$ cat src/rtl/trdb_enc_ctrl.sv
// Trace encoder control: enable/disable sequencing, single-shot event flags for the
// packet-format selection logic, and the resync timer feeding its timeout inputs.
module trdb_enc_ctrl #(
  parameter int RCNT_W   = 16,
  parameter int OPMODE_W = 2
) (
  input  logic                clk_i,
  input  logic                rst_i,
  input  logic                valid_i,
  input  logic                trace_enable_i,
  input  logic [OPMODE_W-1:0] opmode_i,
  input  logic                qualified_i,
  input  logic                resync_rst_i,
  input  logic                packet_emitted_i,
  input  logic                resync_mode_i,
  input  logic [RCNT_W-1:0]   resync_max_i,
  output logic                enc_active_o,
  output logic                tc_enc_enabled_o,
  output logic                tc_enc_disabled_o,
  output logic                tc_opmode_change_o,
  output logic                tc_first_qualified_o,
  output logic                lc_final_qualified_o,
  output logic                tc_et_max_resync_o,
  output logic                tc_gt_max_resync_o,
  output logic [RCNT_W-1:0]   resync_cnt_o
);

  typedef enum logic [1:0] {S_OFF, S_STARTING, S_ACTIVE, S_STOPPING} state_t;

  state_t              state_q, state_d;
  logic [OPMODE_W-1:0] opmode_q, opmode_d;
  logic                pend_opm_q, pend_opm_d;
  logic                qual_seen_q, qual_seen_d;
  logic [RCNT_W-1:0]   cnt_q, cnt_d;
  logic [RCNT_W-1:0]   max_w, max_m1_w;
  logic                qual_win, inc;

  assign max_w    = (resync_max_i == '0) ? RCNT_W'(1) : resync_max_i;
  assign max_m1_w = max_w - RCNT_W'(1);
  // Qualification tracking also runs in STOPPING so the last instruction can close out.
  assign qual_win = (state_q == S_ACTIVE) || (state_q == S_STOPPING);
  assign inc      = resync_mode_i ? packet_emitted_i : (valid_i & qualified_i);

  always_comb begin
    state_d = state_q;
    unique case (state_q)
      S_OFF:      if (trace_enable_i) state_d = S_STARTING;
      S_STARTING: begin
        if (valid_i)              state_d = S_ACTIVE;
        else if (!trace_enable_i) state_d = S_OFF;
      end
      S_ACTIVE:   if (!trace_enable_i) state_d = S_STOPPING;
      S_STOPPING: if (valid_i) state_d = S_OFF;
      default:    state_d = S_OFF;
    endcase
  end

  always_comb begin
    opmode_d    = opmode_q;
    pend_opm_d  = pend_opm_q & ~valid_i;
    qual_seen_d = qual_seen_q;
    cnt_d       = '0;

    if (state_q == S_ACTIVE) begin
      if (opmode_i != opmode_q) begin
        opmode_d   = opmode_i;
        pend_opm_d = 1'b1;
      end
    end else begin
      opmode_d = opmode_i;
      if (state_q == S_OFF) pend_opm_d = 1'b0;
    end

    if ((state_q == S_OFF) && (state_d == S_STARTING)) qual_seen_d = 1'b0;
    else if (qual_win && valid_i)                      qual_seen_d = qualified_i;

    // Leaving ACTIVE clears the timer; reset request beats a coincident increment.
    if ((state_q == S_ACTIVE) && (state_d == S_ACTIVE)) begin
      cnt_d = cnt_q;
      if (resync_rst_i)             cnt_d = '0;
      else if (inc && cnt_q < max_w) cnt_d = cnt_q + RCNT_W'(1);
    end
  end

  always_ff @(posedge clk_i or posedge rst_i) begin
    if (rst_i) begin
      state_q     <= S_OFF;
      opmode_q    <= '0;
      pend_opm_q  <= 1'b0;
      qual_seen_q <= 1'b0;
      cnt_q       <= '0;
    end else begin
      state_q     <= state_d;
      opmode_q    <= opmode_d;
      pend_opm_q  <= pend_opm_d;
      qual_seen_q <= qual_seen_d;
      cnt_q       <= cnt_d;
    end
  end

  assign enc_active_o         = (state_q == S_ACTIVE);
  assign tc_enc_enabled_o     = (state_q == S_STARTING) & valid_i;
  assign tc_enc_disabled_o    = (state_q == S_STOPPING) & valid_i;
  assign tc_opmode_change_o   = pend_opm_q & valid_i;
  assign tc_first_qualified_o = qual_win & valid_i & qualified_i & ~qual_seen_q;
  assign lc_final_qualified_o = qual_win & valid_i & ~qualified_i & qual_seen_q;
  assign tc_et_max_resync_o   = (cnt_q == max_m1_w) & enc_active_o;
  assign tc_gt_max_resync_o   = (cnt_q >= max_w) & enc_active_o;
  assign resync_cnt_o         = cnt_q;

endmodule

$ cat config.mk
export PLATFORM = sky130hd
export DESIGN_NAME = trdb_enc_ctrl
export DESIGN_NICKNAME = d
export VERILOG_FILES = /design/src/rtl/trdb_enc_ctrl.sv
export SDC_FILE = /design/constraint.sdc
export NUM_CORES = 1
export LEC_CHECK = 0
export CAP_MARGIN = 30
export CORE_UTILIZATION = 37
export CTS_BUF_LIST = sky130_fd_sc_hd__clkbuf_8 sky130_fd_sc_hd__clkbuf_16
export DETAILED_ROUTE_END_ITERATION = 10
export SLEW_MARGIN = 20
export SYNTH_ARGS = -nofsm -noshare
export SYNTH_HDL_FRONTEND = slang
export SYNTH_SLANG_ARGS = --single-unit
$ cat constraint.sdc
create_clock -name clk_i -period 4.4 [get_ports clk_i]
set_input_delay 0.66 -clock clk_i [delete_from_list [all_inputs] [get_ports clk_i]]
set_output_delay 0.66 -clock clk_i [all_outputs]
set_load 0.05 [all_outputs]
== Yosys cells after proc, flatten, opt, wreduce, memory -nomap -nowiden ==
Index checks and enable logic that the tools add are counted.

* Add/sub/neg operators: 2
* Magnitude comparators: 2
* Equality and inequality tests: 9
* Mux-type cells: 18
* Bitwise logic cells: 15
* Reductions and logical operators: 8

{| class="wikitable"
|+ Operators with widths
! cell !! number
|-
| two-way mux 16 bit || 4
|-
| adder 16 x 1 -> 16 bit, second input constant || 1
|-
| equality test 16 bit || 1
|-
| greater-or-equal comparator 16 bit || 1
|-
| logical NOT 16 bit || 1
|-
| less-than comparator 16 bit || 1
|-
| subtractor 16 x 1 -> 16 bit, second input constant || 1
|-
| two-way mux 2 bit || 7
|-
| AND 1 bit || 12
|-
| case mux 2 bit (4 select lines) || 1
|-
| equality test 2 bit, second input constant || 3
|-
| two-way mux 1 bit || 6
|-
| equality test 2 x 1 -> 1 bit, second input constant || 2
|-
| logical AND 1 bit || 4
|-
| != test 3 x 2 -> 1 bit, second input constant || 1
|-
| inverter 1 bit || 3
|-
| logical NOT 2 bit || 1
|-
| != test 2 x 1 -> 1 bit, second input constant || 1
|-
| != test 2 bit || 1
|-
| nonzero test 2 bit || 1
|-
| logical OR 1 bit || 1
|}

* Flip-flop bits (word level): 22
* Input bits: 26
* Output and inout port bits: 24
* Logic and storage cells: 59

== Logic depth before layout (Yosys ltp) ==
Gate-level depths: netlist of the first run.

* Depth after elaboration: 7
* Mapped depth: 16
* Gate-level depth less buffers: 14

== Least setup slack after synthesis of the first run ==
No wires, ideal clock.

* Kind: input to output
* Start point: in resync_max_i[10]
* End point: out tc_et_max_resync_o
* Arrival time: 3855 ps
* Required time: 3740 ps
* Slack: -115 ps
* Stages: 13
* Path buffers: 1
* Cells stage by stage: clkbuf_1 > or4_4 > nor2_4 > nand3_2 > nor2_1 > nor2_1 > ha_1 > xnor2_1 > nor3_1 > o211ai_1 > a2111oi_0 > nand4_1 > nor4bb_2

* Word-level cells in the longest chain between the ends: 5

{| class="wikitable"
|+ Ends and longest elaborated chain
! element !! line !! text
|-
| from (decl) || 16 || <nowiki>input logic [RCNT_W-1:0] resync_max_i,</nowiki>
|-
| logical NOT 16 bit || 38 || <nowiki>assign max_w = (resync_max_i == '0) ? RCNT_W'(1) : resync_max_i;</nowiki>
|-
| two-way mux 16 bit * || 38 ||
|-
| subtractor 16 x 1 -> 16 bit * || 39 || <nowiki>assign max_m1_w = max_w - RCNT_W'(1);</nowiki>
|-
| equality test 16 bit * || 107 || <nowiki>assign tc_et_max_resync_o = (cnt_q == max_m1_w) & enc_active_o;</nowiki>
|-
| AND 1 bit * || 107 ||
|-
| to (decl) || 23 || <nowiki>output logic tc_et_max_resync_o,</nowiki>
|}

Every way passes the cells marked *; elsewhere a longest branch is shown, timed or not.

== Final worst setup path of the first run ==
* Start point: in resync_max_i[8]
* End point: out tc_et_max_resync_o

Same word-level chain as after synthesis.

==> results of run 1 <==
per-stage QoR:
step | worst slack [ns] | hold WS (ns) | power, mW | area [µm²] | TNS, ns
2_1_floorplan | 0.175 | 0.507 | 0.394 | 2120 | 0
3_3_place_gp | -0.0920 | 0.527 | 0.484 | 2780 | -0.0920
3_5_place_dp | -0.106 | 0.529 | 0.483 | 2780 | -0.106
4_1_cts | 0.0117 | 0.541 | 0.629 | 2840 | 0
5_1_grt | 0.0229 | 0.578 | 0.665 | 2910 | 0
6_report | 0.260 | 0.534 | 0.626 | 2910 | 0
worst min-delay path, cell delays in order, from the launching register on:
cell and delay [ns]:
dfrtp_1 0.38, nand2b_1 0.06, a21oi_1 0.06
Yosys cell counts, types with 2 or more instances:
master,n,share of area [%]
nor2_1,25,4.5
inv_1,24,4.3
dfrtp_1,22,26
a21oi_1,19,4.5
xor2_1,19,7.9
ha_1,18,11
nand2_1,17,3.0
nand3_1,13,3.1
o21ai_0,13,3.1
xnor2_1,13,5.4
nand4_1,10,3.0
clkbuf_1,8,1.4
and3_1,6,1.8
nor3_1,6,1.4
o211ai_1,4,1.4
a211oi_1,3,1.1
a31oi_1,3,0.89
and4_1,3,1.2
mux2i_1,2,0.95
nor4_1,2,0.59
nor4b_1,2,0.83
or3_1,2,0.59
or4_1,2,0.71
registers in the layout, summed over array words and instances (netlist names):
| signal | count |
|---|---|
| opmode_q | 2 |
| pend_opm_q | 1 |
| qual_seen_q | 1 |
| resync_cnt_o | 16 |
| state_q | 2 |
worst paths after layout:
path                                   from            endpoint
setup / recovery            resync_max_i[8]  tc_et_max_resync_o
hold / removal                   pend_opm_q          pend_opm_q
setup reg to reg           resync_cnt_o[15]    resync_cnt_o[15]
hold reg to reg                  pend_opm_q          pend_opm_q
max in group asynchronous             rst_i    resync_cnt_o[13]
min in group asynchronous             rst_i     resync_cnt_o[9]
where the power goes:
part	switching, mW	leakage [nW]	internal (mW)
clock	0.0635	0.0288	0.0796
sequential	0.0192	0.295	0.221
combinational	0.147	0.930	0.0956
total	0.230	1.25	0.397
per-layer routing:
metal	track usage (%)	share of wire, %
met3	1.53	3.8
met5	0	0
met2	32.7	48
met1	25.1	48
met4	3.40	0.31
kinds of logic (layout without fill, tap and decap cells):
logic type,Yosys count,count (layout)
DFF,22,22
AOI/OAI and AO/OA,50,50
and+or+nand+nor,103,103
buffers and inverters,34,95
adders and majority gates,18,18
muxes,2,2
xor gates and xnor gates,32,32
timing repair:
action / 4_1_cts / 5_1_grt
gates resized for setup: 13 / 10
pin swaps: 11 / 13
endpoints found under the setup margin: 1 / 1
buffers inserted: 0 / 2
area by class of cell:
type	count	area share (%)
Tap cell	72	3.10
Clock buffer	4	1.89
Sequential cell	22	18.9
Timing Repair Buffer	67	22.7
Inverter	24	3.10
Multi-Input combinational cell	205	50.3
==> results.sh, run 1 <==
export IMPL_run_status="finished, final reports clean"
export IMPL_netlist_cell_type_count=48
export IMPL_worstSetupPathType="in2out"
export IMPL_wl_mm=5.46
export IMPL_drive_gt1_share_pct=12.1
export IMPL_area_delta_synth_final_pct=37.9
export IMPL_hold_path_cell_count=2
export IMPL_nFillCells=538
export IMPL_final_antenna_net_count=0
export IMPL_critPathRequiredTime_ns=3.74
export IMPL_leakagePower_nw=1.25
export IMPL_dieArea_um2=6000
export IMPL_cpPeakStageDelay_ns=0.55
export IMPL_seqCellArea_um2=551
export IMPL_worstRegToRegCells=8
export IMPL_slowest_stage="or4_4"
export IMPL_power_density_nw_per_um2=216
export IMPL_synth_warnings=0
export IMPL_period_needed_ns=4.14
export IMPL_cts_made_buffers=3
export IMPL_dr_pass1_iters=4
export IMPL_htreeDepth=1
export IMPL_core_um2=5510
export IMPL_place_inst=387
export IMPL_path_clk_slew_ns=0.08
export IMPL_synth_compound_area_share_pct=13.9
export IMPL_syn_instance_count=261
export IMPL_crit_family="simple AND/OR/NAND/NOR gates"
export IMPL_synthMuxAreaShare_pct=0.950
export IMPL_hold_class="reg2reg"
export IMPL_drv_slew=0
export IMPL_drt_initial_drc_count=85
export IMPL_setup_viol=0
export IMPL_final_common_cell="clkdlybuf4s50_1"
export IMPL_chipWidth_um=77.5
export IMPL_synth_avg_cell_area_um2=8.07
export IMPL_finalNetCount=367
export IMPL_grt_overflow=0
export IMPL_cp_num_cells=14
export IMPL_gp_congestion=0.916
export IMPL_finalHoldViolations=0
export IMPL_tightest_slew_ns=0.622
export IMPL_path_max_fanout=2
export IMPL_synth_ff_type="dfrtp_1"
export IMPL_vias_per_cell=5.22
export IMPL_synth_seq_cells=22
export IMPL_synth_top_family_by_area="simple AND/OR/NAND/NOR gates"
export IMPL_layoutNonFillerInstCount=394
export IMPL_track_usage_pct=18.7
export IMPL_grt_max_degree=23
export IMPL_maxCapViolCount=0
export IMPL_wl_per_cell_um=13.9
export IMPL_portBuffers=49
export IMPL_die_y_um=77.5
export IMPL_num_vias=2058
export IMPL_cts_path_max_buffers=2
export IMPL_fmax_mhz=242
export IMPL_synth_async_reset_ratio_pct=100
export IMPL_synth_edf_count=0
export IMPL_min_period_over_period_pct=94.1
export IMPL_vdd_drop_max_mv=0.253
export IMPL_cts_tree="done"
export IMPL_rows=27
export IMPL_finalCoreUtilization_pct=52.8
export IMPL_dp_hpwl_mm=4.30
export IMPL_ys_seq_area_share_pct=26.1
export IMPL_fin_skew_ns=0.00796
export IMPL_syn_cell_area_um2=2110
export IMPL_io_pins=50
export IMPL_crit_buf_inv=2
export IMPL_cpMostUsedCell="nor2_4"
export IMPL_antenna_found_initial=0
export IMPL_final_cell_mix="clkdlybuf4s50_1, inv_1, nor2_1"
export IMPL_clk_latency_ns=0.26
export IMPL_crit_path_cell_trace="clkdlybuf4s15_1, or4_4, nor2_4, nand3_4, nor2_4, nor2_2, ha_1, xnor2_1, nor3_1, o211ai_1, a2111oi_2, nand4_1, nor4bb_4, buf_12"
export IMPL_regToRegSetupSlack_ns=1.91
export IMPL_start_util_pct=38.3
export IMPL_num_antenna_cells=0
export IMPL_crit_arrival_ns=3.48
export IMPL_ctsHoldBuffers=0
export IMPL_synth_simple_gate_area_share_pct=28.6
export IMPL_ctsRootBufferMaster="clkbuf_8"
export IMPL_synth_fa_ha_area_share_pct=10.7
export IMPL_grt_pass1_vias=1957
export IMPL_maxSlewHeadroom_pct=58.4
export IMPL_yosys_area_share_xor_xnor_pct=13.3
export IMPL_clock_sinks=22
export IMPL_endpoint_kind="output port"
export IMPL_worst_setup_path_start_kind="primary input"
export IMPL_multi_input_area_um2=1460
export IMPL_rsz0062_at_grt="no"
export IMPL_syn_nets=305
export IMPL_grt_pass1_wl_mm=9.15
export IMPL_drc_errors=0
Note: power is estimated with default switching activity, not from simulation.
==> run 2: changes to the inputs <==
--- a/config.mk
+++ b/config.mk
@@ -9,7 +9,6 @@
 export CORE_UTILIZATION = 37
 export CTS_BUF_LIST = sky130_fd_sc_hd__clkbuf_8 sky130_fd_sc_hd__clkbuf_16
 export DETAILED_ROUTE_END_ITERATION = 10
-export SLEW_MARGIN = 20
 export SYNTH_ARGS = -nofsm -noshare
 export SYNTH_HDL_FRONTEND = slang
 export SYNTH_SLANG_ARGS = --single-unit
==> run 2 against run 1 <==
Effect of this change:
- clock skew fell by 0.0040 ns
- clock power barely moved
- global-route usage did not move
- die area did not move
- combinational power barely moved
- critical path depth did not move
- cell count fell by 0.25%
- count of clock-buffer cells in the layout did not move
- hold slack improved by 0.00094 ns
- largest power group is now registers
==> results.sh, run 2 (same netlist as run 1, synthesis figures left out) <==
export IMPL_cts_made_buffers=3
export IMPL_fin_setup_tns_ns=0
export IMPL_grt_max_degree=23
export IMPL_area_delta_synth_final_pct=36.6
export IMPL_maxCapViolCount=0
export IMPL_cts_tree="done"
export IMPL_worst_setup_path_start_kind="primary input"
export IMPL_dieArea_um2=6000
export IMPL_gp_congestion=0.916
export IMPL_wl_per_cell_um=13.8
export IMPL_r2r_end="resync_cnt_o[15]"
export IMPL_vias_per_cell=5.23
export IMPL_fin_skew_ns=0.00397
export IMPL_final_cell_mix="clkdlybuf4s50_1, inv_1, nor2_1"
export IMPL_hold_path_cell_count=2
export IMPL_critPathRequiredTime_ns=3.74
export IMPL_core_um2=5510
export IMPL_final_cell_area_um2=2880
export IMPL_hold_class="reg2reg"
export IMPL_final_antenna_net_count=0
export IMPL_num_vias=2055
export IMPL_leakagePower_nw=1.24
export IMPL_clock_sinks=22
export IMPL_grt_pass1_wl_mm=9.15
export IMPL_rows=27
export IMPL_wirelength_met1_mm=2.60
export IMPL_drc_errors=0
export IMPL_period_needed_ns=4.14
export IMPL_io_pins=50
export IMPL_wl_met2_mm=2.62
export IMPL_worstHoldEndpoint="pend_opm_q"
export IMPL_worstRegToRegCells=8
export IMPL_wl_mm=5.44
export IMPL_fmax_mhz=241
export IMPL_finalHoldViolations=0
export IMPL_htreeDepth=1
export IMPL_maxSlewHeadroom_pct=43.6
export IMPL_endpoint_kind="output port"
export IMPL_track_usage_pct=18.7
export IMPL_drt_initial_drc_count=94
export IMPL_num_antenna_cells=0
export IMPL_start_util_pct=38.3
export IMPL_portBuffers=49
export IMPL_hold_start="pend_opm_q"
export IMPL_vdd_drop_max_mv=0.253
export IMPL_r2r_start="resync_cnt_o[15]"
export IMPL_rsz0062_at_grt="no"
export IMPL_power_density_nw_per_um2=216
export IMPL_highest_layer="met4"
export IMPL_path_max_fanout=2
export IMPL_dp_hpwl_mm=4.30
export IMPL_drv_slew=0
export IMPL_final_common_cell="clkdlybuf4s50_1"
export IMPL_path_clk_slew_ns=0.08
export IMPL_grt_pass1_vias=1957
export IMPL_met3_length_um=197
export IMPL_worstSetupPathType="in2out"
export IMPL_chipWidth_um=77.5
export IMPL_ctsHoldBuffers=0
export IMPL_antenna_found_initial=0
export IMPL_setup_viol=0
export IMPL_tightest_slew_ns=0.846
export IMPL_placed_cell_area_um2=2780
export IMPL_grt_overflow=0
export IMPL_largest_register_ffs=16
export IMPL_crit_arrival_ns=3.48
export IMPL_place_inst=387
export IMPL_regToRegSetupSlack_ns=1.90
export IMPL_die_y_um=77.5
export IMPL_cts_path_max_buffers=2
export IMPL_finalNetCount=366
export IMPL_run_status="finished, final reports clean"
export IMPL_layoutNonFillerInstCount=393
export IMPL_dr_pass1_iters=4
export IMPL_ctsRootBufferMaster="clkbuf_8"
export IMPL_min_period_over_period_pct=94.1
export IMPL_drive_gt1_share_pct=11.8
export IMPL_clk_latency_ns=0.26
run 2: cell count changes in the layout (fill, tap and decap cells not counted):
cell | before | now
buf_16 | 1 | 0
run 2: worst max path at each step:
stage / slack (ns) / depth (start not counted) / end / startpoint
after floorplan: 0.18 / 13 / tc_et_max_resync_o / resync_max_i[10]
after global placement: -0.09 / 14 / tc_et_max_resync_o / resync_max_i[8]
after detailed placement: -0.11 / 14 / tc_et_max_resync_o / resync_max_i[8]
after CTS: 0.01 / 14 / tc_et_max_resync_o / resync_max_i[13]
after global routing: 0.02 / 14 / tc_et_max_resync_o / resync_max_i[15]
final: 0.26 / 14 / tc_et_max_resync_o / resync_max_i[15]
run 2: repair_timing:
item	4_1_cts	5_1_grt
resized for setup	13	10
buffers inserted	0	2
setup endpoints to repair	1	1
pin swaps	11	13
run 2: layout make-up:
class / instances / area, µm²
Timing Repair Buffer: 66 / 632
Tap cell: 72 / 90.1
Clock buffer: 4 / 55.1
Inverter: 24 / 90.1
Multi-Input combinational cell: 205 / 1460
Sequential cell: 22 / 551
Fill cell: 540 / 2630
run 2: per-stage QoR:
step	power [mW]	setup slack (ns)	util [%]	hold WS [ns]
final	0.622	0.259	52.3	0.534
after global routing	0.661	0.0229	52.3	0.578
after CTS	0.629	0.0117	51.6	0.541
after detailed placement	0.483	-0.106	50.5	0.529
after global placement	0.484	-0.0920	50.5	0.527
after floorplan	0.394	0.175	-	0.507
run 2: critical path, stage by stage:
cell	delay [ns]
clkdlybuf4s15_1	0.19
or4_4	0.57
nor2_4	0.13
nand3_4	0.10
nor2_4	0.10
nor2_2	0.05
ha_1	0.28
xnor2_1	0.12
nor3_1	0.13
o211ai_1	0.13
a2111oi_2	0.23
nand4_1	0.23
nor4bb_4	0.38
buf_12	0.18
run 2: report_power, final:
| part | switching [mW] | internal, mW |
|---|---|---|
| sequential | 0.0193 | 0.221 |
| clock | 0.0621 | 0.0796 |
| combinational | 0.147 | 0.0932 |
| total | 0.228 | 0.394 |
run 2: routing by layer:
layer | vias to the layer above | GRT usage (%)
li1 | 1049 | -
met1 | 956 | 25.1
met2 | 48 | 32.7
met3 | 2 | 1.53
met4 | 0 | 3.40
met5 | - | 0
==> run 3: changes to the inputs <==
--- a/config.mk
+++ b/config.mk
@@ -5,6 +5,7 @@
 export SDC_FILE = /design/constraint.sdc
 export NUM_CORES = 1
 export LEC_CHECK = 0
+export ABC_AREA = 1
 export CAP_MARGIN = 30
 export CORE_UTILIZATION = 37
 export CTS_BUF_LIST = sky130_fd_sc_hd__clkbuf_8 sky130_fd_sc_hd__clkbuf_16
==> run 3 against run 2 <==
Effect of this change:
- hold slack improved by 0.020 ns
- count of clock-buffer cells in the layout decreased by 1
- critical path depth increased by 2
- routed wire length increased by 35%
- sequential cell count unchanged
- combinational power increased by 26%
- largest power group is now combinational cells
- clock power increased by 35%
- fmax increased by 3.1%
==> results.sh, run 3 <==
export IMPL_finalNetCount=471
export IMPL_grt_overflow=0
export IMPL_dr_pass1_iters=5
export IMPL_htreeDepth=1
export IMPL_final_antenna_net_count=0
export IMPL_netlist_cell_type_count=35
export IMPL_endpoint_kind="output port"
export IMPL_num_vias=2634
export IMPL_synth_edf_count=0
export IMPL_period_needed_ns=4.02
export IMPL_wl_per_cell_um=14.6
export IMPL_track_usage_pct=21.5
export IMPL_synth_avg_cell_area_um2=6.66
export IMPL_maxSlewHeadroom_pct=44.4
export IMPL_yosysMostFrequentCell="nand2_1"
export IMPL_antenna_found_initial=0
export IMPL_fmax_mhz=249
export IMPL_r2r_start="resync_cnt_o[7]"
export IMPL_cts_made_buffers=3
export IMPL_rows=29
export IMPL_r2r_end="resync_cnt_o[4]"
export IMPL_vdd_drop_max_mv=0.195
export IMPL_synth_top_cells_by_area="dfrtp_1, nand2_1, ha_1, inv_1, nand3_1"
export IMPL_use_met3_pct=2.04
export IMPL_grt_max_degree=24
export IMPL_clock_sinks=22
export IMPL_clk_latency_ns=0.27
export IMPL_vias_per_cell=5.24
export IMPL_worstSetupPathType="in2out"
export IMPL_core_um2=6490
export IMPL_top_usage_layer="met2"
export IMPL_grt_pass1_vias=2605
export IMPL_dieArea_um2=7230
export IMPL_ctsRootBufferMaster="clkbuf_8"
export IMPL_run_status="finished, final reports clean"
export IMPL_ctsHoldBuffers=0
export IMPL_fin_setup_tns_ns=0
export IMPL_chipWidth_um=85.0
export IMPL_post_cts_buffers=0
export IMPL_final_cell_mix="nand2_1, inv_1, clkdlybuf4s50_1"
export IMPL_finalHoldViolations=0
export IMPL_grt_pass1_wl_mm=12.4
export IMPL_fin_skew_ns=0.00258
export IMPL_wl_mm=7.36
export IMPL_largest_register_ffs=16
export IMPL_area_delta_synth_final_pct=24.2
export IMPL_netlist_top_cells_count="nand2_1, inv_1, nor2_1"
export IMPL_critPathRequiredTime_ns=3.74
export IMPL_drv_slew=0
export IMPL_leakagePower_nw=1.48
export IMPL_drt_initial_drc_count=101
export IMPL_worst_setup_path_start_kind="primary input"
export IMPL_maxCapViolCount=0
export IMPL_crit_end="tc_gt_max_resync_o"
export IMPL_min_period_over_period_pct=91.3
export IMPL_nFillCells=680
export IMPL_gp_congestion=0.911
export IMPL_finalCoreUtilization_pct=48.8
export IMPL_synth_seq_cells=22
export IMPL_synth_ff_type="dfrtp_1"
export IMPL_num_antenna_cells=0
export IMPL_cp_startpoint="resync_max_i[4]"
export IMPL_cts_resized=0
export IMPL_drc_errors=0
export IMPL_setup_viol=0
export IMPL_path_max_fanout=6
export IMPL_ys_seq_area_share_pct=21.6
export IMPL_synth_warnings=0
export IMPL_use_met1_pct=28.2
export IMPL_portBuffers=49
export IMPL_regToRegSetupSlack_ns=2.13
export IMPL_dp_hpwl_mm=5.90
export IMPL_drive_gt1_share_pct=8.45
export IMPL_rsz0062_at_grt="no"
export IMPL_final_common_cell="nand2_1"
export IMPL_power_density_nw_per_um2=235
export IMPL_syn_cell_area_um2=2550
export IMPL_tightest_slew_ns=0.834
export IMPL_syn_nets=427
export IMPL_die_y_um=85.0
export IMPL_hold_path_cell_count=2
export IMPL_worstRegToRegCells=9
export IMPL_hold_class="reg2reg"
export IMPL_crit_arrival_ns=3.36
export IMPL_cts_tree="done"
export IMPL_syn_instance_count=383
export IMPL_synth_top_area_share_pct=21.6
export IMPL_start_util_pct=39.3
export IMPL_synth_top_area_cell="dfrtp_1"
export IMPL_met2_usage_pct=37.0
export IMPL_cts_path_max_buffers=2
export IMPL_path_clk_slew_ns=0.08
export IMPL_synth_async_reset_ratio_pct=100
export IMPL_io_pins=50
## run 3: cell types whose count changed in the layout (fill, tap and decap cells not counted), moves of 7 or more
cell	before	now
nand2_1	17	91
inv_1	24	49
nand3_1	13	35
buf_4	17	0
nor2_1	23	36
o21ai_1	1	12
clkdlybuf4s50_1	38	48
o21ai_0	13	4
a21oi_1	19	11
nor3_1	6	13
## run 3: critical path: stages
cell and delay [ns]:
clkdlybuf4s50_1 0.63, nor2_4 0.09, nand2_4 0.12, nor2_8 0.05
nand2_4 0.10, nand2_2 0.07, ha_1 0.19, nor2_1 0.10
nor2_1 0.05, o21ai_1 0.11, a21o_1 0.12, nand2_1 0.11
nand3_1 0.10, nand2_1 0.05, inv_1 0.05, clkdlybuf4s50_1 0.79
## run 3: how the worst min path moves through the flow
| stage | endpoint | startpoint | slack, ns |
|---|---|---|---|
| 6_report | pend_opm_q | pend_opm_q | 0.55 |
| 2_1_floorplan | pend_opm_q | pend_opm_q | 0.51 |
| 3_5_place_dp | pend_opm_q | pend_opm_q | 0.55 |
| 4_1_cts | pend_opm_q | pend_opm_q | 0.56 |
| 3_3_place_gp | pend_opm_q | pend_opm_q | 0.53 |
| 5_1_grt | pend_opm_q | pend_opm_q | 0.59 |
## run 3: kinds of logic (layout without fill, tap and decap cells)
kind of cell               count (synthesis)  after routing  synth area share, %
buffers and inverters                     63            106                 9.76
AOI/OAI and AO/OA                         31             31                 7.02
and+or+nand+nor                          226            226                 44.6
xor gates and xnor gates                  23             23                 8.19
adders and majority gates                 18             18                 8.83
DFF                                       22             22                 21.6
## run 3: power breakdown
group          switching [mW]  internal [mW]  leakage [nW]
Combinational           0.201          0.101          1.15
Sequential             0.0277          0.223         0.295
Clock                  0.0694          0.122        0.0357
## run 3: final cells by class
cell class / count / area (µm²) / share of cell area (%)
multi-input cells: 298 / 1750 / 55.3
flip-flops and latches: 22 / 551 / 17.4
inverters: 53 / 199 / 6.28
clock inverters: 1 / 30.0 / 0.948
repair buffers: 49 / 500 / 15.8
clock buffers: 3 / 41.3 / 1.30
well taps: 77 / 96.3 / 3.04
## run 3: metal layers
metal	share of wire, %	up-vias
met2	47	86
met4	2.4	0
li1	-	1345
met1	46	1186
met5	0	-
met3	5.1	17
## run 3: through the flow
stage / std cells / setup WS [ns] / hold slack, ns / power, mW / cell area [µm²]
finish: 503 / 0.382 / 0.554 / 0.743 / 3170
global route: 503 / 0.165 / 0.589 / 0.793 / 3170
floorplan: 383 / 0.985 / 0.510 / 0.456 / 2550
global placement: 499 / 0.367 / 0.535 / 0.558 / 3100
CTS: 503 / 0.359 / 0.563 / 0.749 / 3170
detailed placement: 499 / 0.362 / 0.551 / 0.558 / 3100
